--- config.mk ---
export PLATFORM = sky130hd
export DESIGN_NAME = regfile_wb_queue_flat
export DESIGN_NICKNAME = d
export VERILOG_FILES = /design/src/rtl/regfile_wb_queue_if.sv /design/src/rtl/regfile_wb_queue.sv /design/src/flat_wrapper.sv
export SDC_FILE = /design/constraint.sdc
export NUM_CORES = 1
export LEC_CHECK = 0
export CORE_MARGIN = 2
export CORE_UTILIZATION = 52
export DETAILED_ROUTE_END_ITERATION = 8
export HOLD_SLACK_MARGIN = 0.06
export PLACE_DENSITY = 0.89
export SYNTH_ARGS = -nofsm -noshare
export SYNTH_HDL_FRONTEND = slang
export SYNTH_SLANG_ARGS = --single-unit
--- constraint.sdc ---
create_clock -name clk -period 3.4 [get_ports clk]
set_input_delay 0.68 -clock clk [delete_from_list [all_inputs] [get_ports clk]]
set_output_delay 0.68 -clock clk [all_outputs]
set_load 0.02 [all_outputs]
--- src/rtl/regfile_wb_queue_if.sv ---
// Writeback queue bus: ALU and long-latency result sources, the register file
// write port, and the decode-stage forwarding lookups.
interface regfile_wb_queue_if;
    // Port A: single-cycle ALU results
    logic        a_valid;
    logic [4:0]  a_waddr;
    logic [31:0] a_wdata;
    logic        a_ready;
    // Port B: long-latency (load/mul) results
    logic        b_valid;
    logic [4:0]  b_waddr;
    logic [31:0] b_wdata;
    logic        b_ready;
    // Register file write port
    logic [4:0]  WAddr_RF;
    logic        WrEn_RF;
    logic [31:0] WD_RF;
    // Forwarding lookups
    logic [4:0]  qaddr1;
    logic [4:0]  qaddr2;
    logic        hit1;
    logic        hit2;
    logic [31:0] fwd1;
    logic [31:0] fwd2;
    logic        pending;

    // Producers / decode side
    modport master (
        output a_valid, a_waddr, a_wdata,
        input  a_ready,
        output b_valid, b_waddr, b_wdata,
        input  b_ready,
        input  WAddr_RF, WrEn_RF, WD_RF,
        output qaddr1, qaddr2,
        input  hit1, hit2, fwd1, fwd2, pending
    );

    // Writeback queue side
    modport slave (
        input  a_valid, a_waddr, a_wdata,
        output a_ready,
        input  b_valid, b_waddr, b_wdata,
        output b_ready,
        output WAddr_RF, WrEn_RF, WD_RF,
        input  qaddr1, qaddr2,
        output hit1, hit2, fwd1, fwd2, pending
    );
endinterface

--- src/rtl/regfile_wb_queue.sv ---
// In-order writeback queue feeding the register file write port. Merges ALU
// (port A) and long-latency (port B) results, drains one write per cycle and
// forwards queued-but-unwritten results to decode.
module regfile_wb_queue #(
    parameter int unsigned DEPTH = 4,
    parameter int unsigned PTR_W = 2
) (
    input logic              clk,
    input logic              reset,
    regfile_wb_queue_if.slave bus
);

    localparam logic [PTR_W:0] CntLast  = (PTR_W + 1)'(DEPTH - 1);
    localparam logic [PTR_W:0] CntLast2 = (PTR_W + 1)'(DEPTH - 2);

    logic [4:0]       addr_q [DEPTH];
    logic [31:0]      data_q [DEPTH];
    logic [PTR_W-1:0] rd_ptr_q, rd_ptr_d;
    logic [PTR_W-1:0] wr_ptr_q, wr_ptr_d;
    logic [PTR_W:0]   count_q, count_d;
    logic             wen_q, wen_d;
    logic [4:0]       waddr_q, waddr_d;
    logic [31:0]      wdata_q, wdata_d;

    logic             a_ready, b_ready;
    logic             a_push, b_push, pop;
    logic [PTR_W-1:0] b_slot;

    logic [4:0]       look_addr [2];
    logic             look_hit  [2];
    logic [31:0]      look_data [2];

    // Handshake, push/pop decisions and next-state for pointers, count and output stage
    always_comb begin
        // Ready looks only at the current count; A owns the last free slot.
        a_ready = (count_q <= CntLast);
        b_ready = (count_q <= CntLast2) || ((count_q == CntLast) && !bus.a_valid);
        // Writes to x0 complete the handshake but never occupy a slot.
        a_push  = bus.a_valid && a_ready && (bus.a_waddr != 5'd0);
        b_push  = bus.b_valid && b_ready && (bus.b_waddr != 5'd0);
        pop     = (count_q != '0);
        // B lands behind A when both push in the same cycle.
        b_slot  = a_push ? wr_ptr_q + PTR_W'(1) : wr_ptr_q;

        wr_ptr_d = wr_ptr_q + PTR_W'(a_push) + PTR_W'(b_push);
        rd_ptr_d = rd_ptr_q + PTR_W'(pop);
        count_d  = count_q + (PTR_W + 1)'(a_push) + (PTR_W + 1)'(b_push)
                   - (PTR_W + 1)'(pop);

        wen_d   = pop;
        waddr_d = pop ? addr_q[rd_ptr_q] : waddr_q;
        wdata_d = pop ? data_q[rd_ptr_q] : wdata_q;
    end

    // Entry storage; stale entries are ignored through count, so no reset needed
    always_ff @(posedge clk) begin
        if (a_push) begin
            addr_q[wr_ptr_q] <= bus.a_waddr;
            data_q[wr_ptr_q] <= bus.a_wdata;
        end
        if (b_push) begin
            addr_q[b_slot] <= bus.b_waddr;
            data_q[b_slot] <= bus.b_wdata;
        end
    end

    // Queue control and registered write port, synchronous reset
    always_ff @(posedge clk) begin
        if (reset) begin
            rd_ptr_q <= '0;
            wr_ptr_q <= '0;
            count_q  <= '0;
            wen_q    <= 1'b0;
            waddr_q  <= '0;
            wdata_q  <= '0;
        end else begin
            rd_ptr_q <= rd_ptr_d;
            wr_ptr_q <= wr_ptr_d;
            count_q  <= count_d;
            wen_q    <= wen_d;
            waddr_q  <= waddr_d;
            wdata_q  <= wdata_d;
        end
    end

    // Forwarding search: output stage is oldest, later FIFO entries override earlier
    always_comb begin
        look_addr[0] = bus.qaddr1;
        look_addr[1] = bus.qaddr2;
        for (int p = 0; p < 2; p++) begin
            look_hit[p]  = 1'b0;
            look_data[p] = '0;
            if (wen_q && (waddr_q == look_addr[p])) begin
                look_hit[p]  = 1'b1;
                look_data[p] = wdata_q;
            end
            for (int i = 0; i < DEPTH; i++) begin
                if (((PTR_W + 1)'(i) < count_q) &&
                    (addr_q[rd_ptr_q + PTR_W'(i)] == look_addr[p])) begin
                    look_hit[p]  = 1'b1;
                    look_data[p] = data_q[rd_ptr_q + PTR_W'(i)];
                end
            end
            if (look_addr[p] == 5'd0) begin
                look_hit[p]  = 1'b0;
                look_data[p] = '0;
            end
        end
    end

    // Output wiring
    always_comb begin
        bus.a_ready  = a_ready;
        bus.b_ready  = b_ready;
        bus.WrEn_RF  = wen_q;
        bus.WAddr_RF = waddr_q;
        bus.WD_RF    = wdata_q;
        bus.hit1     = look_hit[0];
        bus.fwd1     = look_data[0];
        bus.hit2     = look_hit[1];
        bus.fwd2     = look_data[1];
        bus.pending  = (count_q != '0) || wen_q;
    end

endmodule

--- src/flat_wrapper.sv ---
// flat-port wrapper written by rule: the top's interface ports become plain ports
module regfile_wb_queue_flat 
#(
    parameter int unsigned DEPTH = 4,
    parameter int unsigned PTR_W = 2
)
  (clk, reset, bus_a_valid, bus_a_waddr, bus_a_wdata, bus_a_ready, bus_b_valid, bus_b_waddr, bus_b_wdata, bus_b_ready, bus_WAddr_RF, bus_WrEn_RF, bus_WD_RF, bus_qaddr1, bus_qaddr2, bus_hit1, bus_hit2, bus_fwd1, bus_fwd2, bus_pending);
  regfile_wb_queue_if bus_i ();
  input logic clk;
  input logic reset;
  input wire logic [$bits(bus_i.a_valid)-1:0] bus_a_valid;
  input wire logic [$bits(bus_i.a_waddr)-1:0] bus_a_waddr;
  input wire logic [$bits(bus_i.a_wdata)-1:0] bus_a_wdata;
  output wire logic [$bits(bus_i.a_ready)-1:0] bus_a_ready;
  input wire logic [$bits(bus_i.b_valid)-1:0] bus_b_valid;
  input wire logic [$bits(bus_i.b_waddr)-1:0] bus_b_waddr;
  input wire logic [$bits(bus_i.b_wdata)-1:0] bus_b_wdata;
  output wire logic [$bits(bus_i.b_ready)-1:0] bus_b_ready;
  output wire logic [$bits(bus_i.WAddr_RF)-1:0] bus_WAddr_RF;
  output wire logic [$bits(bus_i.WrEn_RF)-1:0] bus_WrEn_RF;
  output wire logic [$bits(bus_i.WD_RF)-1:0] bus_WD_RF;
  input wire logic [$bits(bus_i.qaddr1)-1:0] bus_qaddr1;
  input wire logic [$bits(bus_i.qaddr2)-1:0] bus_qaddr2;
  output wire logic [$bits(bus_i.hit1)-1:0] bus_hit1;
  output wire logic [$bits(bus_i.hit2)-1:0] bus_hit2;
  output wire logic [$bits(bus_i.fwd1)-1:0] bus_fwd1;
  output wire logic [$bits(bus_i.fwd2)-1:0] bus_fwd2;
  output wire logic [$bits(bus_i.pending)-1:0] bus_pending;
  assign bus_i.a_valid = bus_a_valid;
  assign bus_i.a_waddr = bus_a_waddr;
  assign bus_i.a_wdata = bus_a_wdata;
  assign bus_a_ready = bus_i.a_ready;
  assign bus_i.b_valid = bus_b_valid;
  assign bus_i.b_waddr = bus_b_waddr;
  assign bus_i.b_wdata = bus_b_wdata;
  assign bus_b_ready = bus_i.b_ready;
  assign bus_WAddr_RF = bus_i.WAddr_RF;
  assign bus_WrEn_RF = bus_i.WrEn_RF;
  assign bus_WD_RF = bus_i.WD_RF;
  assign bus_i.qaddr1 = bus_qaddr1;
  assign bus_i.qaddr2 = bus_qaddr2;
  assign bus_hit1 = bus_i.hit1;
  assign bus_hit2 = bus_i.hit2;
  assign bus_fwd1 = bus_i.fwd1;
  assign bus_fwd2 = bus_i.fwd2;
  assign bus_pending = bus_i.pending;
  regfile_wb_queue #(.DEPTH(DEPTH), .PTR_W(PTR_W)) u_core (.clk(clk), .reset(reset), .bus(bus_i));
endmodule
### Word level (Yosys, flattened, before mapping)

Memory sizes are Yosys's and may differ from the RTL's. A register that Yosys moved wholly into a read port is not among the register bits.
Index checks and enable logic that the tools add are counted.

* register bits: 45
* latch bits: 0
* bits in writable memories: 148
* bits in read-only memories: 0
* input bits: 88
* output and inout port bits: 107
* memories: 2

* add/subtract/negate cells: 10
* $mul: 0
* div/mod/pow operators: 0
* magnitude comparators: 6
* equality and inequality tests: 11
* shifts and indexed selects: 0
* muxes and demuxes: 31
* bitwise operators: 0
* reductions and logical operators: 23

Memories
* u_core.data_q: depth 4, bits a word 32, rd ports 4, clocked after Yosys merged registers in 1, wr ports 2, RTL line regfile_wb_queue.sv:17 `logic [31:0] data_q [DEPTH];`
* u_core.addr_q: depth 4, bits a word 5, rd ports 4, clocked after Yosys merged registers in 1, wr ports 2, RTL line regfile_wb_queue.sv:16 `logic [4:0] addr_q [DEPTH];`

Operator list (number)
* 2-to-1 mux 32 bit: 12
* equality test 5 bit: 10
* 2-to-1 mux 1 bit: 16
* logical AND 1 bit: 15
* zero test 5 bit: 2
* nonzero test 5 bit: 2
* adder 2 x 1 -> 2 bit: 3
* adder 3 x 1 -> 3 bit: 2
* less-or-equal comparator 3 x 2 -> 1 bit (second input constant): 2
* less-than comparator 1 x 3 -> 1 bit (first input constant): 2
* less-than comparator 2 x 3 -> 1 bit (first input constant): 2
* 2-to-1 mux 2 bit: 3
* adder 2 x 1 -> 2 bit (second input constant): 2
* adder 2 bit (second input constant): 2
* equality test 3 x 2 -> 1 bit (second input constant): 1
* nonzero test 3 bit: 1
* subtractor 3 x 1 -> 3 bit: 1
* logical OR 1 bit: 2
* zero test 1 bit: 1

### Longest topological paths before layout

* word-level depth: 8
* gate-level depth with buffers: 11
* mapped depth without buffers: 11

### Worst setup path after synthesis

Ideal clock, no wire load.

* kind: input port to flip-flop
* from: input port bus_a_waddr[2]
* to: memory u_core.addr_q[3][0], enable pin
* arrival time: 3.040 ns
* required time: 3.007 ns
* path slack: -0.033 ns
* stages: 9
* buffers on the path: 3
* path through: or3_1 > o311a_1 > buf_2 > inv_2 > nand3_1 > a21oi_1 > buf_2 > buf_2 > a21o_1

RTL lines
* start: declaration: RTL line flat_wrapper.sv:12 `input wire logic [$bits(bus_i.a_waddr)-1:0] bus_a_waddr;`
* end: declaration: RTL line regfile_wb_queue.sv:16

### Worst setup path after layout

* from: register u_core.rd_ptr_q[0]
* to: output port bus_fwd2[12]

* cells in the longest elaborated chain, start to end: 8
* elaborated cells on any way between the ends: 15
* those cells by class: 3 x add/sub; 3 x eq/ne; 4 x mux; 3 x reduce/logical; 2 x memory

RTL lines
* start: declaration: RTL line regfile_wb_queue.sv:18 `logic [PTR_W-1:0] rd_ptr_q, rd_ptr_d;`
* start signal: assignment: RTL line regfile_wb_queue.sv:77 `rd_ptr_q <= rd_ptr_d;`
* adder 2 x 1 -> 2 bit: RTL line regfile_wb_queue.sv:99, regfile_wb_queue.sv:101
* memory read (4 x 5 bit)
* equality test 5 bit: RTL line regfile_wb_queue.sv:99 `(addr_q[rd_ptr_q + PTR_W'(i)] == look_addr[p])) begin`
* logical AND 1 bit: RTL line regfile_wb_queue.sv:98 `if (((PTR_W + 1)'(i) < count_q) &&`
* 2-to-1 mux 32 bit (2 in series): RTL line regfile_wb_queue.sv:98
* 2-to-1 mux 32 bit *: RTL line regfile_wb_queue.sv:98
* 2-to-1 mux 32 bit *: RTL line regfile_wb_queue.sv:104 `if (look_addr[p] == 5'd0) begin`
* end: declaration: RTL line flat_wrapper.sv:27 `output wire logic [$bits(bus_i.fwd2)-1:0] bus_fwd2;`

Every way passes the cells marked *; elsewhere a longest branch is shown, timed or not.

==> reports/metrics.cfg <==
[setup_path]
worstReg2RegStart = u_core.count_q[2]$_SDFF_PP0_
required_ns = 2.72
crit_fanout = 9
startpoint = u_core.rd_ptr_q[0]$_SDFF_PP0_
critical_path_class = reg2out
reg2reg_setup_slack_ns = 0.73
startpoint_type = flop
reg2reg_to = u_core.data_q[3][22]$_DFFE_PP_
end_kind = output port
reg2reg_depth = 11
worstPathArrival_ns = 3.38

[sta]
setup_violations = 66
finalMaxSlewViolations = 0
final.setup.worst_slack_ns = -0.663
fin_crit_ns = 4.06
tightestPinTransition_ns = 1.19
fmax_mhz = 246
skew_ns = 0.0125
timing.slew.headroom = 0.206
hold_viol = 0
rsz0062_at_grt = true
final.period_utilization = 1.20

[logic_synthesis]
ys_dominant_reg_cell = edfxtp_1
ys_top_cells_by_area = edfxtp_1 (30%), mux2_2 (14%), nand2_1 (6.2%)
ys_types = 54
synth_commonest_cells = nand2_1 (247), mux2_2 (180), edfxtp_1 (148), nor2_1 (109), mux2i_1 (71)
syn_inst = 1512
synth_area_um2 = 15000
synth_most_common_cell = nand2_1
synth_edf_count = 148
synth_top_cell_area_share = 0.297
synth-seq-area-share = 0.357
synth_fp_nets = 1611
yosysTopAreaCell = edfxtp_1
syn_avg_cell_area_um2 = 9.90
async_flop_share = 0
yosysWarnings = 0
ys_ff_latch = 193

[clock_network]
cts_tree = built
clock_path_buffers = 2
ctsHoldBuffers = 0
cts_made_buffers = 17
clock_latency_ns = 0.45
cts.clk_slew.worst_paths_ns = 0.07
cts_root_buf = clkbuf_16
clock_sinks = 193
cts_max_level = 4

[global_route]
grt_use_total = 0.340
grt_first_pass_wirelength_um = 80200
overflow = 0
grt_max_degree = 162
antenna_found_initial = 2
grt_pass1_vias = 14608

[routing]
wl_per_cell_um = 25.5
drt_iter0_drc = 2021
drc = 0
viasPerCell = 6.78
dr.pass1.iters = 7
antenna_left = 0
postRouteWirelength_um = 56100
via_count = 14925

[power]
ir_worst_vdd_v = 0.000572
p_leak_nw = 7.46
power_density_nw_per_um2 = 878
power_mw = 17.6

[place]
globalplace.congestion = 0.915
hpwl_um = 33800
numPlacedInstances = 2129
port_buffers = 194

[die]
die_w_um = 174
dieArea_um2 = 30200
rows = 62
chipHeight_um = 174
core-area_um2 = 28500
initial_core_util = 0.524
io_pins = 195

[min_path]
hold_path_end = u_core.bus.WD_RF[6]$_SDFFE_PP0N_
holdCritStartpoint = u_core.bus.WD_RF[6]$_SDFFE_PP0N_
hold_path_class = reg2reg
worstHoldPathCells = 2

[layout]
drive_gt1_frac = 0.359
final_nets = 1901
instances_no_fill = 2201
area_growth_pct = 34.1
nFillCells = 1930
utilization = 0.703

[outcome]
violations = negative setup slack
status = complete, but fails checks

[run]
maxCapViolCount = 0

final cells by class:
cell class | instances | area (um2) | share of cell area
Antenna cell | 2 | 5.00 | 0.000249
Clock buffer | 18 | 429 | 0.0214
Clock inverter | 14 | 119 | 0.00592
Inverter | 14 | 55.1 | 0.00274
Multi-Input combinational cell | 1169 | 9500 | 0.473
Sequential cell | 193 | 5350 | 0.267
Tap cell | 384 | 480 | 0.0239
Timing Repair Buffer | 407 | 4130 | 0.206
per-layer routing:
| layer | track usage | vias up | wire length [um] |
|---|---|---|---|
| li1 | - | 6225 | - |
| met1 | 0.396 | 7089 | 19200 |
| met2 | 0.578 | 1248 | 26400 |
| met3 | 0.0825 | 363 | 6850 |
| met4 | 0.185 | 0 | 3660 |
| met5 | 0 | - | 0 |
metrics by stage:
stage	cell area (um2)	hold WS (ns)	setup TNS [ns]	setup slack [ns]
2_1_floorplan	15000	0.550	0	0.0120
3_3_place_gp	18600	0.480	-52.34	-0.889
3_5_place_dp	18600	0.491	-55.96	-0.961
4_1_cts	19400	0.510	-30.01	-0.590
5_1_grt	20100	0.541	-43.56	-0.720
6_report	20100	0.523	-39.05	-0.663
timing repair:
action                                  CTS  global route
pin swaps                                25            40
resized for setup                       354            88
cloned                                    1             4
endpoints found under the setup margin   66            66
buffers inserted                         20            21
placed cells by master, fill, tap and decap left out, types with 11 or more instances in the layout:
cell and instances:
dfxtp_1 43, buf_12 49, edfxtp_1 148, clkbuf_16 21, o22a_1 64, o31ai_2 39, buf_2 19, clkdlybuf4s50_1 127
buf_6 26, o21ai_0 35, mux4_2 18, nor3_1 37, o21bai_1 32, xnor2_1 24, nor2_1 104, nor2b_1 36
a21oi_1 37, xor2_1 23, mux2_2 180, buf_4 179, a221oi_2 35, inv_1 11, nand2_1 240, o31ai_1 21
and2_1 32, a221oi_4 16, o31a_1 32, a221oi_1 13, mux2i_1 71
cells by family after synthesis:
group	synth area share
compound gates	0.195
xor+xnor	0.0320
fa+ha+maj	0.0107
buf+inv	0.0481
flops	0.357
mux	0.210
simple gates	0.148
critical path, cell delays in order (launching register included):
cell and delay, ns:
dfxtp_4 0.41, buf_6 0.14, buf_6 0.10, mux4_2 0.58
xnor2_2 0.15, nand4_1 0.21, nor3_4 0.32, buf_6 0.16
buf_12 0.15, buf_12 0.13, a221oi_2 0.06, o31ai_2 0.31
buf_4 0.20
worst max path at each step:
stage / to / depth (start not counted) / slack [ns]
floorplan: u_core.addr_q[1][0]$_DFFE_PP_ / 9 / 0.01
global placement: bus_fwd1[11] / 10 / -0.89
detailed placement: bus_fwd1[17] / 10 / -0.96
CTS: bus_fwd1[24] / 12 / -0.59
global route: bus_fwd2[27] / 12 / -0.72
finish: bus_fwd2[12] / 12 / -0.66
flip-flops by register name (all words and copies together) (netlist names):
signal / count
u_core.bus.WAddr_RF: 5
u_core.rd_ptr_q: 2
u_core.count_q: 3
u_core.bus.WD_RF: 32
u_core.bus.WrEn_RF: 1
u_core.addr_q: 20
u_core.wr_ptr_q: 2
u_core.data_q: 128
power by group:
part           internal, mW  switching [mW]
registers              3.58           0.797
logic                  4.80            6.47
clock network         0.966           0.998
total                  9.35            8.27
No activity file was read; power rests on OpenSTA's default activity.
